[src/rtl/writeback_commit_unit.sv]
// Writeback stage: forms the final rd value (ALU / load / link), buffers
// completed instructions in an in-order commit queue feeding the register-file
// write port, and offers youngest-first forwarding over pending writes.
module writeback_commit_unit #(
  parameter int unsigned XLEN  = 32,
  parameter int unsigned DEPTH = 4,
  parameter int unsigned CNT_W = 64
) (
  input  logic                     clk,
  input  logic                     rst,
  input  logic                     in_valid,
  output logic                     in_ready,
  input  logic [1:0]               in_wb_sel,
  input  logic                     in_write_en,
  input  logic [4:0]               in_rd,
  input  logic [XLEN-1:0]          in_alu_result,
  input  logic [XLEN-1:0]          in_link_addr,
  input  logic [XLEN-1:0]          in_load_data,
  input  logic [2:0]               in_funct3,
  input  logic [1:0]               in_addr_lo,
  input  logic                     rf_ready,
  output logic                     rf_write_en,
  output logic [4:0]               rf_rd_addr,
  output logic [XLEN-1:0]          rf_rd_data,
  input  logic [4:0]               lookup_addr,
  output logic                     lookup_hit,
  output logic [XLEN-1:0]          lookup_data,
  output logic [$clog2(DEPTH):0]   occupancy,
  output logic [CNT_W-1:0]         retire_count
);

  localparam int unsigned AW = $clog2(DEPTH);
  localparam int unsigned OW = AW + 1;

  localparam logic [1:0] SEL_ALU  = 2'd0;
  localparam logic [1:0] SEL_LOAD = 2'd1;
  localparam logic [1:0] SEL_LINK = 2'd2;

  typedef struct packed {
    logic            we;
    logic [4:0]      rd;
    logic [XLEN-1:0] data;
  } entry_t;

  entry_t         mem [DEPTH];
  logic [AW-1:0]  wr_ptr;
  logic [AW-1:0]  rd_ptr;
  logic [OW-1:0]  count;

  entry_t         new_entry;
  entry_t         head;
  logic [7:0]     ld_byte;
  logic [15:0]    ld_half;
  logic [31:0]    ld_word;
  logic [XLEN-1:0] load_val;
  logic           empty;
  logic           enq;
  logic           deq;

  assign empty    = (count == '0);
  assign in_ready = (count < OW'(DEPTH));
  assign enq      = in_valid && in_ready;
  assign head     = mem[rd_ptr];
  assign deq      = !empty && (rf_ready || !head.we);

  // Load extraction: pick the addressed byte/half and extend per funct3
  always_comb begin
    ld_word = in_load_data[31:0];
    ld_half = in_addr_lo[1] ? in_load_data[31:16] : in_load_data[15:0];
    case (in_addr_lo)
      2'd0:    ld_byte = in_load_data[7:0];
      2'd1:    ld_byte = in_load_data[15:8];
      2'd2:    ld_byte = in_load_data[23:16];
      default: ld_byte = in_load_data[31:24];
    endcase
    case (in_funct3)
      3'b000:  load_val = XLEN'($signed(ld_byte));
      3'b100:  load_val = XLEN'(ld_byte);
      3'b001:  load_val = XLEN'($signed(ld_half));
      3'b101:  load_val = XLEN'(ld_half);
      3'b110:  load_val = (XLEN == 64) ? XLEN'(ld_word) : XLEN'($signed(ld_word));
      3'b011:  load_val = (XLEN == 64) ? in_load_data : XLEN'($signed(ld_word));
      default: load_val = XLEN'($signed(ld_word));
    endcase
  end

  // Writeback value selection and effective write enable for the new entry
  always_comb begin
    new_entry.rd = in_rd;
    new_entry.we = in_write_en && (in_rd != 5'd0) && (in_wb_sel != 2'd3);
    case (in_wb_sel)
      SEL_ALU:  new_entry.data = in_alu_result;
      SEL_LOAD: new_entry.data = load_val;
      SEL_LINK: new_entry.data = in_link_addr;
      default:  new_entry.data = '0;
    endcase
  end

  // Queue storage; contents are only meaningful under the occupancy count
  always_ff @(posedge clk) begin
    if (enq) mem[wr_ptr] <= new_entry;
  end

  // Queue pointers, occupancy and retire counter
  always_ff @(posedge clk) begin
    if (rst) begin
      wr_ptr       <= '0;
      rd_ptr       <= '0;
      count        <= '0;
      retire_count <= '0;
    end else begin
      if (enq) wr_ptr <= wr_ptr + AW'(1);
      if (deq) begin
        rd_ptr       <= rd_ptr + AW'(1);
        retire_count <= retire_count + CNT_W'(1);
      end
      if (enq && !deq)      count <= count + OW'(1);
      else if (!enq && deq) count <= count - OW'(1);
    end
  end

  assign occupancy = count;

  // Head presentation to the register-file port; data zeroed unless writing
  always_comb begin
    rf_write_en = 1'b0;
    rf_rd_addr  = 5'd0;
    rf_rd_data  = '0;
    if (!empty) begin
      rf_write_en = head.we;
      rf_rd_addr  = head.rd;
      if (head.we) rf_rd_data = head.data;
    end
  end

  // Forwarding lookup: scan oldest to youngest so the youngest match wins
  always_comb begin
    logic [AW-1:0] idx;
    idx         = '0;
    lookup_hit  = 1'b0;
    lookup_data = '0;
    for (int unsigned i = 0; i < DEPTH; i++) begin
      idx = rd_ptr + AW'(i);
      if ((OW'(i) < count) && mem[idx].we && (mem[idx].rd == lookup_addr) &&
          (lookup_addr != 5'd0)) begin
        lookup_hit  = 1'b1;
        lookup_data = mem[idx].data;
      end
    end
  end

endmodule

[config.mk]
export PLATFORM = sky130hd
export DESIGN_NAME = writeback_commit_unit
export DESIGN_NICKNAME = d
export VERILOG_FILES = /design/src/rtl/writeback_commit_unit.sv
export SDC_FILE = /design/constraint.sdc
export NUM_CORES = 1
export LEC_CHECK = 0
export CAP_MARGIN = 5
export CORE_MARGIN = 2
export CORE_UTILIZATION = 32
export CTS_BUF_LIST = sky130_fd_sc_hd__clkbuf_16
export CTS_CLUSTER_DIAMETER = 30
export CTS_CLUSTER_SIZE = 25
export DETAILED_ROUTE_END_ITERATION = 6
export SYNTH_ARGS = -nofsm -noshare
export SYNTH_HDL_FRONTEND = slang
export SYNTH_SLANG_ARGS = --single-unit
[constraint.sdc]
create_clock -name clk -period 4.75 [get_ports clk]
set_input_delay 0.95 -clock clk [delete_from_list [all_inputs] [get_ports clk]]
set_output_delay 0.95 -clock clk [all_outputs]
set_load 0.02 [all_outputs]
---- Word level (Yosys, flattened, before mapping) ----
Memory sizes are Yosys's and may differ from the RTL's. A register that Yosys moved wholly into a read port is not among the register bits.
Cells that the tools add are included.
Widths: inputs -> output; s select.
operators by class
  add/sub/neg operators ................... 7
  magnitude comparators ................... 5
  equality and inequality tests ........... 12
  mux-type cells .......................... 22
  reduce and logical (&&, ||, !) cells .... 30
operator list
  operator               count
  $mux 32                6
  $pmux 32 s4            1
  $pmux 32 s3            1
  $add 64x1->64 const B  1
  $pmux 8 s3             1
  $eq 5x5->1             4
  $logic_and 1x1->1      18
  $mux 16                1
  $reduce_bool 5->1      2
  $mux 1                 7
  $eq 3x3->1 const B     2
  $logic_not 3->1        2
  $lt 1x3->1 const A     2
  $lt 2x3->1 const A     2
  $mux 3                 2
  $mux 5                 1
  $add 2x1->2 const B    2
  $add 2x2->2 const B    2
  $eq 2x1->1 const B     2
  $eq 2x2->1 const B     2
  $logic_not 1->1        4
  $logic_not 2->1        2
  $mux 2                 2
  $add 3x1->3 const B    1
  6 further kinds        6
storage, ports and cells
  register bits ........................... 71
  memory bits (writable) .................. 152
  input bits .............................. 118
  output and inout port bits .............. 139
  memories kept ........................... 1
memories
  memory  depth  width  read ports  clocked after memory_dff  wr ports  line  source
  mem     4      38     4           1                         1         45    entry_t mem [DEPTH];

---- Longest topological paths before layout ----
  word-level depth ........................ 8
  gate-level depth with buffers ........... 11
  mapped depth without buffers ............ 10

---- Worst setup path before layout ----
OpenSTA, ideal clock, no wires.
  path kind ............................... input port to output port
  start ................................... input port lookup_addr[0]
  end ..................................... output port lookup_data[10]
  arrival ................................. 2.678 ns
  data required time ...................... 3.800 ns
  slack ................................... 1.122 ns
  stages .................................. 8
  path buffers ............................ 2
  cells stage by stage .................... clkbuf_1 > nor3_1 > nand2_1 > nand3_1 > nor4_2 > clkbuf_1 > a221oi_1 > o22ai_1
between the ends
  longest elaborated chain between the ends .. 7
  elaborated cells on any way between the ends .. 17
  classes of those cells .................. 4 x eq/ne; 4 x mux; 9 x reduce/logical
ends and longest elaborated chain
  element                         line  source
  from (decl)                     25    input logic [4:0] lookup_addr,
  $eq 5x5->1                      144   if ((OW'(i) < count) && mem[idx].we && (mem[idx].rd == lookup_addr) &&
  $logic_and 1x1->1 (2 in a row)  144
  $mux 32 (3 in a row)            144
  $mux 32 (*)                     144
  to (decl)                       27    output logic [XLEN-1:0] lookup_data,
Mark *: on every way between the ends. The rest lies on a longest branch, timed or not.

---- Final worst setup path ----
  start ................................... register rd_ptr[0]
  end ..................................... output port lookup_data[13]
between the ends
  longest elaborated chain between the ends .. 8
  elaborated cells on any way between the ends .. 19
  classes of those cells .................. 3 x add/sub; 3 x eq/ne; 3 x mux; 9 x reduce/logical; 1 x memory
ends and longest elaborated chain
  element                                                 line  source
  from (decl)                                             47    logic [AW-1:0] rd_ptr;
  from (signal assigned)                                  114   rd_ptr <= rd_ptr + AW'(1);
  $add 2x1->2                                             143   idx = rd_ptr + AW'(i);
  $mem_v2 4x38 (*)                                        -
  $eq 5x5->1 / $logic_and 1x1->1 (equally long branches)  144
  $logic_and 1x1->1 (2 in a row)                          144
  $mux 32 (2 in a row)                                    144
  $mux 32 (*)                                             144
Marked as above.

==> summary.txt <==
Run status
  – Status: complete, no violations

Die
  – Rows: 76
  – IO Count: approximately 260
  – Initial core utilization: roughly a third
  – Die Span X: 213 um
  – Core area: 0.0430 mm2
  – Die Ht: 213 um
  – Die area: between 0.04 and 0.05 mm2

Global route
  – Pin count of the biggest net entering global routing: about 80
  – First-pass GRT wire length: between 60000 and 70000 um
  – Initial antenna violation count: 0
  – Gr ovfl total: 0
  – Total track usage: 18.5%
  – Vias in the first global route: roughly 12000

Clocking
  – Clk slew on worst S/H paths: 0.04 ns
  – H-tree levels: 2
  – Clk root buf: clkbuf_16
  – CTS Buffer Depth: 3
  – Clock Sinks: 225
  – CTS tree: done
  – Total CTS buffers: 56
  – # hold bufs at CTS: 0
  – Clk Latency, worst-skew pair: between 0.5 and 0.6 ns

Synthesis
  – Avg Inst Size Synth: approximately 11 um2
  – Synthesized area: 0.0139 mm2
  – Warnings, synthesis: 0
  – Yosys top cell area share: approximately 33%
  – Mapped Nets: 1420
  – Cell accounting for the most synthesized area: edfxtp_1
  – Ys async rst share: 0%
  – Post-synth EDFFs: 152
  – #FFs+latches synth: about 230
  – Most common library cells after synthesis: edfxtp_1, nand2_1, o21ai_0
  – Mapped Cells: roughly 1300
  – Synth Flop Type: edfxtp_1
  – Seq/Total Area, Yosys: a little over two fifths
  – Cell with the most instances after synthesis: edfxtp_1
  – Distinct cells, synth: 48
  – Synth area leaders: edfxtp_1, mux4_2, dfxtp_1

Drt
  – Wirelength per Cell: approximately 19 um
  – Total number of vias: between 10000 and 15000
  – Vias/cell: around 5.3
  – 1st-iter DRT viols: roughly 850
  – Met2 WL: ~21000 um
  – M1 WL: ~17000 um
  – Routed wire length: roughly 42000 um
  – Max layer used: met4
  – Pre-antenna DRT Iters: 5
  – Antenna viol nets, final: 0
  – DRC Markers: 0
  – Met3 routed WL: around 3200 um

Placement
  – IO Port Bufs: 256
  – Pre-CTS WS: -0.000956 ns
  – Post-Place Cell Area: between 0.015 and 0.02 mm2
  – Final estimated routing congestion in global placement: ~0.88
  – Post-detail-place hpwl: 29200 um

Critical path
  – Worst Path Max Fanout: 32
  – Worst Setup End Kind: primary output
  – Critical Path AT: between 3 and 4 ns
  – Startpoint Class: register
  – Cells on worst reg2reg path: 7
  – WP data required: ~3.8 ns
  – Critical path class: reg -> out

Job
  – Max Cap Violations: 0

STA
  – Fin worst setup slack: between 0.1 and 0.15 ns
  – Final Hold Fails: 0
  – Clock skew: around 0.026 ns
  – Max-slew violation count: 0
  – Final count of negative-setup-slack endpoints: 0
  – Least-Margin Pin Slew: roughly 1.1 ns
  – Slew headroom: between 20% and 30%
  – Min Tclk post-route: ~4.6 ns
  – Fmax: roughly 220 MHz
  – RSZ-0062 raised after global routing: false
  – Final Cycle Share: 97.0%

Final layout
  – Final instance area: about 0.019 mm2
  – Fill cells: a little over 4000
  – Total Nets Final: around 1700
  – Synth-to-layout area growth: 38.0%
  – N_diodes: 0
  – Layout cell share with drive strength beyond 1: around 18%

Pwr
  – Static leakage: ~6.5 nW
  – Int Pwr: ~6.6 mW
  – NetSw: around 3.1 mW
  – Worst IR Drop VDD: between 300 and 400 uV
  – Power density over the cells: 506 mW/mm2
  – Combinational power share: 34.8%
  – Switching share of power: 32.2%
  – Part of the power in registers: roughly 26%
  – Clock share of power: a little under 40%

Hold path
  – Hold WC Path Type: reg -> reg
  – Hold path depth: 2
[critical path, stage by stage, from the launching register on]
cell	delay [ns]
dfxtp_4	0.45
buf_4	0.14
mux4_2	0.50
xnor2_1	0.17
nand2_1	0.13
or4_1	0.59
buf_12	0.21
o21ai_0	0.19
o22ai_1	0.10
clkdlybuf4s50_1	0.59
[power groups by stage]
stage / clock (mW) / combinational (mW) / sequential [mW]
after floorplan: 0 / 2.34 / 2.44
after global placement: 0 / 3.30 / 2.53
after detailed placement: 0 / 3.32 / 2.55
after CTS: 3.90 / 3.41 / 2.50
after global routing: 4.01 / 3.67 / 2.52
final: 3.84 / 3.38 / 2.49
[what timing repair did]
action	in CTS	in global routing
pin swaps	0	1
cloned	0	0
hold endpoints to repair	0	0
endpoints found under the setup margin	32	24
gates resized for setup	7	17
buffers inserted	7	2
[path summary, 6_finish.rpt]
kind	startpoint	endpoint	slack (ns)
min reg2reg	retire_count[61]	retire_count[61]	0.51
min	retire_count[61]	retire_count[61]	0.51
max reg2reg	register	retire_count[58]	1.51
max	rd_ptr[0]	lookup_data[13]	0.14
[layout make-up]
| type | count | area [um2] | area share, % |
|---|---|---|---|
| flip-flops and latches | 225 | 6040 | 31.5 |
| clock buffers | 57 | 1430 | 7.43 |
| inverters | 40 | 150 | 0.782 |
| repair buffers | 299 | 2980 | 15.5 |
| clock inverters | 48 | 538 | 2.80 |
| multi-input cells | 922 | 7330 | 38.2 |
| well taps | 585 | 732 | 3.81 |
[placed cells by master, fill, tap and decap left out, types with 6 or more instances in the layout]
cell type,synthesis,layout
o21ai_1,7,7
clkinvlp_4,0,13
o211ai_1,9,9
nor4_1,19,19
o21ai_0,121,121
nand2_1,122,122
a221oi_1,38,38
clkinv_2,0,10
clkbuf_16,0,57
nor2_1,109,109
ha_1,10,10
xor2_1,29,29
edfxtp_1,152,152
and3_1,6,6
bufinv_16,0,8
dlymetal6s2s_1,0,13
mux2_2,32,32
inv_1,39,43
dfxtp_1,73,69
mux2i_1,64,64
nor3_1,14,14
nand4_1,19,19
nor2b_1,38,38
xnor2_1,48,48
a31oi_1,6,6
buf_4,1,34
mux4_2,91,91
clkinv_4,0,7
a21oi_1,21,21
nand3_1,23,23
and4_1,7,7
o22ai_1,48,48
clkdlybuf4s50_1,0,236
or3_1,11,11
[sequential cells by signal, indices dropped and copies added (netlist names), named ones only]
name / cells
occupancy: 3
retire_count: 64
mem: 152
rd_ptr: 2
wr_ptr: 2
[metal layers]
layer	track usage, %	vias to the layer above
li1	-	5405
met1	22.5	5639
met2	31.9	431
met3	4.96	67
met4	6.08	0
met5	0	-
[cells by family after synthesis]
kind of cell	Yosys count	share of synthesized area, %
flops	225	43.3
mux	187	21.9
xor+xnor	77	4.85
compound gates	258	11.3
simple gates	390	13.5
buf+inv	145	4.25
fa+ha+maj	10	0.899
[stage by stage]
step	cells	total power, mW	util, %	TNS [ns]	hold slack [ns]
after floorplan	1292	4.78	-	0	0.538
after global placement	2062	5.84	39.8	-0.0279	0.487
after detailed placement	2062	5.87	39.8	-0.000956	0.501
after CTS	2174	9.80	44.5	0	0.507
after global routing	2176	10.2	44.7	0	0.529
final	2176	9.71	44.7	0	0.508
Note: power is estimated with default switching activity, not from simulation.
